$ cat config.mk
export PLATFORM = sky130hd
export DESIGN_NAME = tristate_bus_reader
export DESIGN_NICKNAME = d
export VERILOG_FILES = /design/src/rtl/tristate_bus_reader_pkg.sv /design/src/rtl/tristate_bus_reader_settle.sv /design/src/rtl/tristate_bus_reader.sv
export SDC_FILE = /design/constraint.sdc
export NUM_CORES = 1
export LEC_CHECK = 0
export CELL_PAD_IN_SITES_DETAIL_PLACEMENT = 0
export CELL_PAD_IN_SITES_GLOBAL_PLACEMENT = 2
export CORE_MARGIN = 2
export CORE_UTILIZATION = 25
export CTS_CLUSTER_SIZE = 40
export DETAILED_ROUTE_END_ITERATION = 8
export GPL_TIMING_DRIVEN = 0
export PLACE_DENSITY_LB_ADDON = 0.12
export SYNTH_ARGS = -nofsm -noshare
export SYNTH_HDL_FRONTEND = slang
export SYNTH_SLANG_ARGS = --single-unit
$ cat constraint.sdc
create_clock -name Clock -period 2.1 [get_ports Clock]
set_clock_uncertainty 0.1 [all_clocks]
set_input_delay 0.42 -clock Clock [delete_from_list [all_inputs] [get_ports Clock]]
set_output_delay 0.42 -clock Clock [all_outputs]
set_load 0.1 [all_outputs]
$ cat src/rtl/tristate_bus_reader_pkg.sv
// Shared types, constants and helpers for the tri-state bus reader.
// The reader drives one active-low chip select at a time onto a shared
// register bus, so the helpers here build those select patterns.
package tristate_bus_reader_pkg;

    // Reader sequencing: wait for a request, hold a source selected while
    // the bus settles, then present the captured value until it is taken.
    typedef enum logic [1:0] {
        IDLE    = 2'd0,
        SELECT  = 2'd1,
        RESPOND = 2'd2
    } state_t;

    // Widest supported source count; narrower readers slice this down.
    localparam int MAX_SOURCES = 16;

    // Every source floating: no chip select asserted.
    localparam logic [MAX_SOURCES-1:0] CS_IDLE = '1;

    // Active-low one-hot select for a single source index.
    function automatic logic [MAX_SOURCES-1:0] cs_one_hot_low(input logic [3:0] index);
        logic [MAX_SOURCES-1:0] result;
        result        = CS_IDLE;
        result[index] = 1'b0;
        return result;
    endfunction

endpackage

$ cat src/rtl/tristate_bus_reader_settle.sv
// Settle counter for the tri-state bus reader.
// Counts qualified ticks while a source is selected so the captured value
// is only taken once the shared bus has had time to settle.
module settle_tick_counter (
    input  logic       Clock,
    input  logic       Reset,
    input  logic       adv,
    input  logic       load,
    input  logic       dec,
    input  logic [3:0] load_value,
    output logic       zero
);

    logic [3:0] count;

    // Load takes priority over decrement; both only act on a qualified tick,
    // and the counter rests at zero rather than wrapping.
    always_ff @(posedge Clock or posedge Reset) begin
        if (Reset) begin
            count <= 4'd0;
        end else if (adv) begin
            if (load) begin
                count <= load_value;
            end else if (dec && (count != 4'd0)) begin
                count <= count - 4'd1;
            end
        end
    end

    assign zero = (count == 4'd0);

endmodule

$ cat src/rtl/tristate_bus_reader.sv
// Consumer end of the shared tri-state register bus.
// Accepts single or burst read requests, selects one source at a time with
// an active-low chip select, waits for the bus to settle, captures it and
// hands each value out over a valid/ready response channel.
module tristate_bus_reader
    import tristate_bus_reader_pkg::*;
#(
    parameter int NrOfBits    = 32,
    parameter int NrOfSources = 4,
    parameter int AddrBits    = 2,
    parameter int SettleTicks = 1
) (
    input  logic                   Clock,
    input  logic                   Reset,
    input  logic                   ClockEnable,
    input  logic                   Tick,
    input  logic                   req_valid,
    output logic                   req_ready,
    input  logic [AddrBits-1:0]    req_addr,
    input  logic                   req_burst,
    input  logic [NrOfBits-1:0]    bus_in,
    output logic [NrOfSources-1:0] cs,
    output logic                   rsp_valid,
    input  logic                   rsp_ready,
    output logic [NrOfBits-1:0]    rsp_data,
    output logic [AddrBits-1:0]    rsp_addr,
    output logic                   rsp_last,
    output logic                   rsp_err,
    output logic                   busy
);

    localparam logic [NrOfSources-1:0] CS_ALL_HIGH   = NrOfSources'(CS_IDLE);
    localparam logic [AddrBits-1:0]    LAST_ADDR     = AddrBits'(NrOfSources - 1);
    localparam logic [31:0]            SOURCE_COUNT  = 32'(NrOfSources);
    localparam logic [3:0]             SETTLE_RELOAD = 4'(SettleTicks);

    state_t                 state;
    state_t                 state_next;
    logic [AddrBits-1:0]    addr_q;
    logic [AddrBits-1:0]    addr_next;
    logic                   burst_q;
    logic                   burst_next;
    logic [NrOfSources-1:0] cs_next;
    logic                   rsp_valid_next;
    logic [NrOfBits-1:0]    rsp_data_next;
    logic [AddrBits-1:0]    rsp_addr_next;
    logic                   rsp_last_next;
    logic                   rsp_err_next;

    logic                   adv;
    logic                   req_in_range;
    logic [AddrBits-1:0]    addr_inc;
    logic [NrOfSources-1:0] req_cs;
    logic [NrOfSources-1:0] inc_cs;
    logic                   settle_load;
    logic                   settle_dec;
    logic                   settle_zero;

    assign adv          = ClockEnable & Tick;
    assign req_ready    = (state == IDLE) && !Reset;
    assign busy         = (state != IDLE);
    assign req_in_range = (32'(req_addr) < SOURCE_COUNT);
    assign addr_inc     = addr_q + AddrBits'(1);
    assign req_cs       = NrOfSources'(cs_one_hot_low(4'(req_addr)));
    assign inc_cs       = NrOfSources'(cs_one_hot_low(4'(addr_inc)));

    settle_tick_counter u_settle (
        .Clock      (Clock),
        .Reset      (Reset),
        .adv        (adv),
        .load       (settle_load),
        .dec        (settle_dec),
        .load_value (SETTLE_RELOAD),
        .zero       (settle_zero)
    );

    // Next-state and next-output decode; nothing moves without a qualified tick.
    always_comb begin
        state_next     = state;
        addr_next      = addr_q;
        burst_next     = burst_q;
        cs_next        = cs;
        rsp_valid_next = rsp_valid;
        rsp_data_next  = rsp_data;
        rsp_addr_next  = rsp_addr;
        rsp_last_next  = rsp_last;
        rsp_err_next   = rsp_err;
        settle_load    = 1'b0;
        settle_dec     = 1'b0;

        if (adv) begin
            case (state)
                IDLE: begin
                    if (req_valid && req_ready) begin
                        addr_next    = req_addr;
                        burst_next   = req_burst;
                        rsp_err_next = 1'b0;
                        if (req_in_range) begin
                            state_next  = SELECT;
                            cs_next     = req_cs;
                            settle_load = 1'b1;
                        end else begin
                            state_next     = RESPOND;
                            rsp_valid_next = 1'b1;
                            rsp_data_next  = '0;
                            rsp_addr_next  = req_addr;
                            rsp_last_next  = 1'b1;
                            rsp_err_next   = 1'b1;
                        end
                    end
                end

                SELECT: begin
                    if (settle_zero) begin
                        rsp_data_next  = bus_in;
                        rsp_addr_next  = addr_q;
                        rsp_last_next  = !burst_q || (addr_q == LAST_ADDR);
                        rsp_valid_next = 1'b1;
                        cs_next        = CS_ALL_HIGH;
                        state_next     = RESPOND;
                    end else begin
                        settle_dec = 1'b1;
                    end
                end

                RESPOND: begin
                    if (rsp_ready) begin
                        rsp_valid_next = 1'b0;
                        if (rsp_last) begin
                            state_next = IDLE;
                        end else begin
                            addr_next   = addr_inc;
                            cs_next     = inc_cs;
                            settle_load = 1'b1;
                            state_next  = SELECT;
                        end
                    end
                end

                default: begin
                    state_next     = IDLE;
                    cs_next        = CS_ALL_HIGH;
                    rsp_valid_next = 1'b0;
                end
            endcase
        end
    end

    // State and output registers; reset releases every chip select at once.
    always_ff @(posedge Clock or posedge Reset) begin
        if (Reset) begin
            state     <= IDLE;
            addr_q    <= '0;
            burst_q   <= 1'b0;
            cs        <= CS_ALL_HIGH;
            rsp_valid <= 1'b0;
            rsp_data  <= '0;
            rsp_addr  <= '0;
            rsp_last  <= 1'b0;
            rsp_err   <= 1'b0;
        end else begin
            state     <= state_next;
            addr_q    <= addr_next;
            burst_q   <= burst_next;
            cs        <= cs_next;
            rsp_valid <= rsp_valid_next;
            rsp_data  <= rsp_data_next;
            rsp_addr  <= rsp_addr_next;
            rsp_last  <= rsp_last_next;
            rsp_err   <= rsp_err_next;
        end
    end

endmodule

==> flow_summary.ini <==
[outcome]
outcome = completed

[global_route]
grt_overflow_total = 0
grt_usage_pct = 12.0
grt_pass1_wl_um = 9500
grt_start_max_net_pins = 39
antenna_found_initial = 0
grt_pass1_vias = 1820

[sta]
period_needed_ns = 2.07
final-hold-violation-count = 0
tightestPinTransition_ns = 0.989
setup_slack_ns = 0.0304
post-route-period-util_pct = 98.6
maxSlewHeadroom_pct = 34.3
fin_setup_tns_ns = 0
fmax_ghz = 0.483
report.final.slew_viol_count = 0
whs_ns = 0.388
rsz0062_at_grt = true
finalSetupViolCount = 0

[cells_and_area]
fillers = 875
syn_to_final_growth_pct = 48.4
instances_no_fill = 383
nets = 320
utilization_pct = 38.6
final_cell_mix = dfrtp_1 (43), clkdlybuf4s50_1 (40), mux2_2 (33)
postLayoutCellArea_um2 = 3400
drive_gt1_share_pct = 28.7
diodes = 0
final_common_cell = dfrtp_1

[setup_path]
slowest_stage = dfrtp_2
rrSetupSlack_ns = 0.09
max_stage_delay_ns = 0.43
crit_fanout = 10
end_kind = primary output
path_delay_family = buffers and inverters
crit_path_cell_trace = buf_6, clkbuf_16, or2_4, nor2_4, buf_12
cp.arrival_ns = 1.55
crit_required_ns = 1.58
crit_type = reg2out
worstSetupStartpointType = register
path_buf_inv = 3

[floorplan]
initial_core_util_pct = 26.0
dieHeight_um = 99.7
ios = 84
core_um2 = 8810
dieArea_um2 = 9950
rows = 34
dieWidth_um = 99.7

[drt]
firstDrtPassIters = 4
route.met2.wl_um = 2770
drc = 0
via_per_inst = 4.60
wl_met3_um = 361
wirelength_um = 5670
drt-initial-drc-count = 77
topRoutingLayerUsed = met4
ant_nets = 0
m1WireLength_um = 2500
wl_per_cell_um = 14.8
vias = 1761

[cts]
cts_buffers = 5
ctsHtreeMaxLevel = 2
clock-root-buffer = clkbuf_8
clk_pin_slew_ns = 0.09
ctsHoldBuffers = 0
cts.sinks = 49
clock_latency_ns = 0.29
cts_tree = yes
clockBufferDepth = 2

[pwr]
cellPowerDensity_nw_per_um2 = 723
finalPower_mw = 2.46
ir_worst_vdd_uv = 267
p_leak_nw = 1.62

[place]
postPlaceCellArea_um2 = 3290
dp_hpwl_um = 4200
dp_cells = 370
io_buffers = 82
place_ws_ns = -0.692
place.gp.congestion = 0.739

[logic_synthesis]
ys_seq_area_share_pct = 53.7
ys_types = 44
ys_ff_latch = 49
avgSynthCellArea_um2 = 12.8
synth_nets = 225
synth_ff_type = dfrtp_1
synth_warnings = 0
synth-edff-count = 0
synthCells = 179
async_flop_share_pct = 100
synth_area_um2 = 2290

[job]
maxCapViolCount = 0

[worst_hold_path]
hold_class = reg2reg
synthesized netlist by cell type, types with 2 or more instances:
cell type,instances,area share (%)
o22ai_1,4,1.1
o31ai_1,2,0.66
a22o_1,2,0.76
dfstp_2,4,4.6
buf_6,3,1.5
mux2i_1,3,1.3
or3b_2,4,1.5
ha_1,5,2.7
nand2_1,5,0.82
dfrtp_1,45,49
clkbuf_1,2,0.33
inv_1,10,1.6
mux2_2,33,16
a221oi_1,5,1.9
a21o_1,3,0.98
mux2_1,2,0.98
nor3b_1,2,0.66
buf_1,2,0.33
buf_2,2,0.44
nor2b_1,2,0.55
nand3b_1,2,0.66
nor2_1,9,1.5
a31oi_1,2,0.55
o21ai_0,5,1.1
nand2b_1,2,0.55
state kept, by name, indices dropped and copies added (netlist names):
| register | flops |
|---|---|
| rsp_last | 1 |
| state | 2 |
| rsp_valid | 1 |
| rsp_addr | 2 |
| burst_q | 1 |
| cs | 4 |
| rsp_data | 32 |
| u_settle.count | 4 |
| addr_q | 2 |
final timing paths:
kind                                        start      endpoint  depth (start not counted)
worst max-delay path                     state[1]     req_ready                          5
worst min-delay path                 rsp_data[27]  rsp_data[27]                          1
worst max register to register  u_settle.count[0]  rsp_data[31]                          7
worst min register to register       rsp_data[27]  rsp_data[27]                          1
max in group asynchronous                   Reset         cs[0]                          3
min in group asynchronous                   Reset     addr_q[1]                          2
power by group:
group	switching [mW]	internal (mW)	total (mW)
clock	0.310	0.236	0.546
combinational	0.540	0.260	0.800
sequential	0.0756	1.04	1.11
total	0.925	1.53	2.46
repair_timing:
| action | in CTS | in global routing |
|---|---|---|
| gates resized for setup | 68 | 10 |
| endpoints found under the setup margin | 82 | 41 |
| endpoints found under the hold margin | 0 | 0 |
| buffers inserted | 3 | 2 |
| pin swaps | 2 | 0 |
layer usage:
layer	global-route usage [%]	vias to the layer above
met1	15.8	871
li1	-	840
met3	3.87	4
met4	2.53	0
met5	0	-
met2	19.3	46
final cells by class:
class                      instances  area (µm²)  area share, %
clock buffer                       7        76.3           2.24
tap                              108         135           3.97
multi-input combinational        110         973           28.6
inverter                          10        37.5           1.10
sequential                        49        1230           36.3
timing repair buffer              88         842           24.8
clock inverter                     1        7.51          0.221
buffer                            10        95.1           2.80
worst register-to-register path: stages (launching register included):
cell,delay [ns]
dfrtp_1,0.41
inv_2,0.09
ha_2,0.21
nand3b_1,0.15
nor4_4,0.27
buf_4,0.18
buf_6,0.15
mux2_2,0.35
cell families after synthesis:
| kind of cell | share of synthesized area, % |
|---|---|
| adder cells (fa/ha/maj) | 2.73 |
| other | 0.164 |
| AO/OA/AOI/OAI | 10.0 |
| AND/OR/NAND/NOR | 10.3 |
| buffers and inverters | 4.53 |
| multiplexers | 18.5 |
| flip-flops | 53.7 |
Power figures use the tool's default switching activity.
